<file path="config.mk">
export PLATFORM = sky130hd
export DESIGN_NAME = pdm_cic_decimator
export DESIGN_NICKNAME = d
export VERILOG_FILES = /design/src/rtl/pdm_cic_decimator.sv
export SDC_FILE = /design/constraint.sdc
export NUM_CORES = 2
export LEC_CHECK = 0
export BUFFER_PORTS_ARGS = -buffer_cell sky130_fd_sc_hd__buf_2
export CAP_MARGIN = 5
export CORE_AREA = 2 2 376 378
export DETAILED_ROUTE_END_ITERATION = 16
export DIE_AREA = 0 0 378 380
export PLACE_DENSITY_LB_ADDON = 0.2
export RECOVER_POWER = 100
export SETUP_SLACK_MARGIN = 0.5
export SLEW_MARGIN = 20
export SYNTH_ARGS = -nofsm -noshare
export SYNTH_HDL_FRONTEND = slang
export SYNTH_SLANG_ARGS = --single-unit
export TNS_END_PERCENT = 20
</file>
<file path="constraint.sdc">
create_clock -name pdm_clk -period 9.5 [get_ports pdm_clk]
set_input_delay 0.475 -clock pdm_clk [delete_from_list [all_inputs] [get_ports pdm_clk]]
set_output_delay 0.475 -clock pdm_clk [all_outputs]
set_load 0.1 [all_outputs]
</file>
<file path="src/rtl/pdm_cic_decimator.sv">
// Multi-channel PDM-to-PCM decimator: an order-N CIC per channel with a run-time selectable ratio,
// scaling/saturation to OUT_W bits, and a valid/ready serializer with sticky overrun detection.
module pdm_cic_decimator #(
    parameter int CHANNELS  = 4,
    parameter int CIC_ORDER = 4,
    parameter int OUT_W     = 16
) (
    input  logic                pdm_clk,
    input  logic                rst_n,
    input  logic                enable,
    input  logic [1:0]          osr_sel,
    input  logic [CHANNELS-1:0] ch_en,
    input  logic [CHANNELS-1:0] pdm_din,
    input  logic                pcm_ready,
    input  logic                ovr_clr,
    output logic                pcm_valid,
    output logic [OUT_W-1:0]    pcm_data,
    output logic [2:0]          pcm_ch,
    output logic                pcm_last,
    output logic                overrun
);

    localparam int ACC_W = 7 * CIC_ORDER + 1;
    // One guard bit so that full-scale +R^N at R=128 is still read as positive.
    localparam int CIC_W = ACC_W + 1;

    typedef logic signed [CIC_W-1:0] acc_t;
    typedef enum logic {IDLE, SEND} state_t;

    localparam acc_t SAT_MAX = acc_t'((longint'(1) <<< (OUT_W - 1)) - 1);
    localparam acc_t SAT_MIN = acc_t'(-(longint'(1) <<< (OUT_W - 1)));

    logic [1:0]          osr_q;
    logic [CHANNELS-1:0] ch_en_q;
    logic [6:0]          dec_cnt;
    logic [6:0]          dec_max;
    logic [2:0]          log2r;
    logic [5:0]          shamt;
    logic [2:0]          warm_cnt;
    logic                tick, tick_d, live_d, comb_valid;

    acc_t integ      [CHANNELS][CIC_ORDER];
    acc_t comb_dly   [CHANNELS][CIC_ORDER];
    acc_t comb_stage [CHANNELS][CIC_ORDER];
    acc_t comb_out   [CHANNELS];

    logic [OUT_W-1:0] scaled [CHANNELS];
    logic [OUT_W-1:0] fbuf   [CHANNELS];

    state_t     state, state_nxt;
    logic [2:0] cur_ch, cur_ch_nxt, first_ch, last_ch, next_ch;
    logic       load, drop;

    // NOTE: always_comb blocks assign every output a default first so no path can infer a latch.
    always_comb begin
        dec_max = 7'd63;
        log2r   = 3'd6;
        case (osr_q)
            2'd0:    begin dec_max = 7'd31;  log2r = 3'd5; end
            2'd2:    begin dec_max = 7'd127; log2r = 3'd7; end
            default: ;
        endcase
        shamt = 6'(CIC_ORDER * int'(log2r) + 1 - OUT_W);
    end

    assign tick = enable && (dec_cnt == dec_max);

    // Configuration tracks the inputs while stopped and is frozen for the whole run.
    // NOTE: sequential state uses non-blocking assignments so all registers update from pre-edge values.
    always_ff @(posedge pdm_clk or negedge rst_n) begin
        if (!rst_n) begin
            osr_q   <= '0;
            ch_en_q <= '0;
        end else if (!enable) begin
            osr_q   <= osr_sel;
            ch_en_q <= ch_en;
        end
    end

    always_comb begin
        acc_t x;
        for (int c = 0; c < CHANNELS; c++) begin
            x = integ[c][CIC_ORDER-1];
            for (int k = 0; k < CIC_ORDER; k++) begin
                comb_stage[c][k] = x - comb_dly[c][k];
                x = comb_stage[c][k];
            end
        end
    end

    // NOTE: the CIC arrays are reset and cleared explicitly; a stale integrator never washes out.
    always_ff @(posedge pdm_clk or negedge rst_n) begin
        if (!rst_n) begin
            dec_cnt    <= '0;
            warm_cnt   <= '0;
            tick_d     <= 1'b0;
            live_d     <= 1'b0;
            comb_valid <= 1'b0;
            for (int c = 0; c < CHANNELS; c++) begin
                comb_out[c] <= '0;
                for (int k = 0; k < CIC_ORDER; k++) begin
                    integ[c][k]    <= '0;
                    comb_dly[c][k] <= '0;
                end
            end
        end else if (!enable) begin
            dec_cnt    <= '0;
            warm_cnt   <= '0;
            tick_d     <= 1'b0;
            live_d     <= 1'b0;
            comb_valid <= 1'b0;
            for (int c = 0; c < CHANNELS; c++) begin
                comb_out[c] <= '0;
                for (int k = 0; k < CIC_ORDER; k++) begin
                    integ[c][k]    <= '0;
                    comb_dly[c][k] <= '0;
                end
            end
        end else begin
            dec_cnt    <= tick ? 7'd0 : dec_cnt + 7'd1;
            tick_d     <= tick;
            live_d     <= tick && (warm_cnt == 3'(CIC_ORDER));
            comb_valid <= live_d;
            if (tick && (warm_cnt != 3'(CIC_ORDER)))
                warm_cnt <= warm_cnt + 3'd1;
            for (int c = 0; c < CHANNELS; c++) begin
                integ[c][0] <= integ[c][0] + (pdm_din[c] ? acc_t'(1) : acc_t'(-1));
                for (int k = 1; k < CIC_ORDER; k++)
                    integ[c][k] <= integ[c][k] + integ[c][k-1];
                if (tick_d) begin
                    comb_dly[c][0] <= integ[c][CIC_ORDER-1];
                    for (int k = 1; k < CIC_ORDER; k++)
                        comb_dly[c][k] <= comb_stage[c][k-1];
                    comb_out[c] <= comb_stage[c][CIC_ORDER-1];
                end
            end
        end
    end

    always_comb begin
        acc_t shifted;
        for (int c = 0; c < CHANNELS; c++) begin
            shifted = comb_out[c] >>> shamt;
            if (shifted > SAT_MAX)
                scaled[c] = SAT_MAX[OUT_W-1:0];
            else if (shifted < SAT_MIN)
                scaled[c] = SAT_MIN[OUT_W-1:0];
            else
                scaled[c] = shifted[OUT_W-1:0];
        end
    end

    // Lowest enabled, highest enabled, and next enabled channel above the current one.
    always_comb begin
        first_ch = '0;
        last_ch  = '0;
        next_ch  = cur_ch;
        for (int i = CHANNELS - 1; i >= 0; i--) begin
            if (ch_en_q[i]) first_ch = 3'(i);
            if (ch_en_q[i] && (3'(i) > cur_ch)) next_ch = 3'(i);
        end
        for (int i = 0; i < CHANNELS; i++)
            if (ch_en_q[i]) last_ch = 3'(i);
    end

    assign load = comb_valid && (state == IDLE);
    assign drop = enable && comb_valid && (state == SEND);

    always_comb begin
        state_nxt  = state;
        cur_ch_nxt = cur_ch;
        case (state)
            IDLE: if (load && (|ch_en_q)) begin
                state_nxt  = SEND;
                cur_ch_nxt = first_ch;
            end
            SEND: if (pcm_ready) begin
                if (cur_ch == last_ch) state_nxt  = IDLE;
                else                   cur_ch_nxt = next_ch;
            end
            default: state_nxt = IDLE;
        endcase
    end

    always_ff @(posedge pdm_clk or negedge rst_n) begin
        if (!rst_n) begin
            state  <= IDLE;
            cur_ch <= '0;
            for (int c = 0; c < CHANNELS; c++) fbuf[c] <= '0;
        end else if (!enable) begin
            state  <= IDLE;
            cur_ch <= '0;
            for (int c = 0; c < CHANNELS; c++) fbuf[c] <= '0;
        end else begin
            state  <= state_nxt;
            cur_ch <= cur_ch_nxt;
            if (load)
                for (int c = 0; c < CHANNELS; c++) fbuf[c] <= scaled[c];
        end
    end

    // A drop that coincides with ovr_clr still leaves the flag set.
    always_ff @(posedge pdm_clk or negedge rst_n) begin
        if (!rst_n)       overrun <= 1'b0;
        else if (drop)    overrun <= 1'b1;
        else if (ovr_clr) overrun <= 1'b0;
    end

    always_comb begin
        pcm_data = '0;
        for (int c = 0; c < CHANNELS; c++)
            if (cur_ch == 3'(c)) pcm_data = fbuf[c];
    end

    assign pcm_valid = (state == SEND);
    assign pcm_ch    = cur_ch;
    assign pcm_last  = (state == SEND) && (cur_ch == last_ch);

endmodule

</file>
==> results_dict.tcl <==
set metrics [dict create \
    cts_made_buffers 138 \
    min_period_ns 8.536 \
    cts_tree "done" \
    ys_types 99 \
    wl_per_cell_um 16.41 \
    die_w_um 378 \
    rsz0062_at_grt "no" \
    grt_busiest_layer "met2" \
    hold_slack_ns 0.05056 \
    setup_viol_count_final 0 \
    relSlewSlack_pct -266.4 \
    synth_seq_cells 1147 \
    crit_path_start_kind "flip-flop" \
    syn-mean-instance-area_um2 8.939 \
    core_mm2 0.1392 \
    grt_overflow 0 \
    die_area_mm2 0.1436 \
    synth_edf_count 0 \
    drt-total-wl_um 189900 \
    io_buffers 35 \
    final_cell_mix "nor2_1 (1157), dfrtp_1 (1146), ha_1 (923)" \
    gp_congestion 0.9091 \
    grt_max_degree 195 \
    ys.flop_type "dfrtp_1" \
    initial_core_util_pct 61.86 \
    syn2layout_area_growth_pct 7.503 \
    vias 68380 \
    grtUsageMet1_pct 35.95 \
    syn-instance-count 9633 \
    layout-drive-gt1-share_pct 4.323 \
    insertion_delay_ns 0.78 \
    ys.warnings.count 0 \
    finalHoldViolations 0 \
    status "finished with violations" \
    failed_checks "max-capacitance violations, max-slew violations" \
    grt.total_usage_pct 26.40 \
    die_h_um 380 \
    avgViaCountPerCell 5.910 \
    h-tree-depth 4 \
    clk_path_buf_depth 3 \
    ys_async_sr_fraction_pct 100.0 \
    finalCritPeriodShare_pct 89.85 \
    critPathKind "flip-flop to flip-flop" \
    synth_top_area_share_pct 33.33 \
    hold_class "input port to flip-flop" \
    row_count 137 \
    grt_first_pass_wirelength_um 323500 \
    antenna_found_initial 0 \
    nets 10550 \
    grt_util_met3_pct 3.666 \
    grt_pass1_vias 67410 \
    num-fill-cells 11370 \
    cts_root_buf "clkbuf_16" \
    fin_skew_ns 0.02793 \
    fmax_mhz 117.2 \
    cts_sinks 1147 \
    cp.required_ns 10.15 \
    drv_cap 22 \
    netlist_area_mm2 0.08611 \
    finalSetupTns_ns 0 \
    dp_hpwl_um 134500 \
    cp-end-kind "flip-flop" \
    drc_errors 0 \
    worst_pin_slew_ns 5.496 \
    ys_top_cells_by_area "dfrtp_1 (33%), ha_1 (13%), mux2i_1 (5.1%)" \
    drv_slew 1712 \
    layout_commonest_cell "nor2_1" \
    arrival_ns 9.19 \
    ios 37 \
    drtPass1Iterations 6 \
    met2_usage_pct 43.82 \
    ys_seq_area_share_pct 33.33 \
    final_antenna_net_count 0 \
    path_max_fanout 58 \
    clkTransAtPathRegs_ns 0.06 \
    drt_iter0_markers 4514 \
    synth_nets 10600 \
    yosysTopAreaCell "dfrtp_1" \
]
worst max-delay path, stage by stage, from the launching register on:
cell and delay (ns):
dfrtp_1 1.22, clkbuf_1 2.62, inv_4 1.10, nor2_1 0.40
clkbuf_1 2.39, a32oi_1 0.36, o311ai_0 0.22
cell families after synthesis:
family | synth area share (%)
other cells | 0.004355
fa+ha+maj | 14.16
xor+xnor | 7.674
flops | 33.33
buf+inv | 4.483
mux | 6.340
simple gates | 13.91
compound gates | 20.10
synthesized netlist by cell type (15+ instances only):
cell / n
mux2_2: 59
a21boi_0: 39
a211o_1: 21
nor2_1: 1158
mux4_2: 16
a31oi_1: 89
nor2b_1: 118
a22o_1: 138
nand4_1: 54
a221oi_1: 15
xnor2_1: 472
fa_1: 32
mux2i_1: 443
buf_1: 29
o211ai_1: 40
xor2_1: 269
nand3b_1: 17
o21a_1: 118
nand2_1: 520
o31a_1: 16
a21oi_1: 773
or3_1: 34
clkbuf_1: 242
ha_1: 923
nor3b_1: 23
o31ai_1: 35
a21o_1: 414
o21ai_1: 32
o21ai_0: 392
nand3_1: 136
and4_1: 24
inv_1: 750
o21bai_1: 169
nand2b_1: 121
a221o_1: 22
and3_1: 74
dfrtp_1: 1147
a31o_2: 18
and2_1: 97
a211oi_1: 94
nor3_1: 172
nor4_1: 18
or2_2: 30
area by class of cell:
| class | count | area [µm²] | share of cell area, % |
|---|---|---|---|
| diodes | 1 | 2.502 | 0.002703 |
| clock buffers | 212 | 4180 | 4.516 |
| clock inverters | 39 | 430.4 | 0.4650 |
| inverters | 751 | 2823 | 3.049 |
| multi-input cells | 7461 | 53570 | 57.87 |
| flip-flops and latches | 1147 | 28710 | 31.01 |
| well taps | 1876 | 2347 | 2.536 |
| repair buffers | 82 | 514.2 | 0.5555 |
final timing paths:
path / from / endpoint / slack [ns] / cells after the start
setup / recovery: tick_d / comb_dly[442] / 0.96 / 6
hold / removal: osr_sel[1] / osr_q[1] / 0.05 / 2
setup reg to reg: tick_d / comb_dly[442] / 0.96 / 6
hold reg to reg: dec_cnt[0] / dec_cnt[0] / 0.46 / 1
min in group asynchronous: rst_n / integ[91] / 2.29 / 2
max in group asynchronous: rst_n / integ[233] / 2.25 / 4
what timing repair did:
| action | 4_1_cts | 5_1_grt |
|---|---|---|
| setup endpoints to repair | 0 | 3 |
| gates resized for setup | 0 | 5 |
| endpoints found under the hold margin | 99 | 0 |
| hold buffers | 7 | 0 |
| buffers inserted | 0 | 0 |
per-layer routing:
| layer | vias to the layer above | wire, µm |
|---|---|---|
| li1 | 34030 | - |
| met1 | 32750 | 88120 |
| met2 | 1298 | 88520 |
| met3 | 293 | 8676 |
| met4 | 0 | 4555 |
| met5 | - | 0 |
registers in the layout, indices dropped and copies added, names as in the netlist:
register    cells
comb_valid      1
dec_cnt         7
fbuf           64
ch_en_q         4
comb_out      100
pcm_valid       1
pcm_ch          2
warm_cnt        3
tick_d          1
comb_dly      480
live_d          1
integ         480
overrun         1
osr_q           2
stage by stage:
step / area (µm²) / setup WS [ns] / std cells / util [%]
final: 92570 / 0.9645 / 11570 / 66.51
after global routing: 92570 / 0.2603 / 11570 / 66.51
after CTS: 92730 / 1.019 / 11570 / 66.62
after detailed placement: 88050 / 1.060 / 11310 / 63.26
after global placement: 88050 / 1.191 / 11310 / 63.26
after floorplan: 86110 / 2.042 / 9633 / -
Power is left out: the tool's default activity adds up to more than one toggle a clock period on the data nets, which glitch-free logic cannot reach.
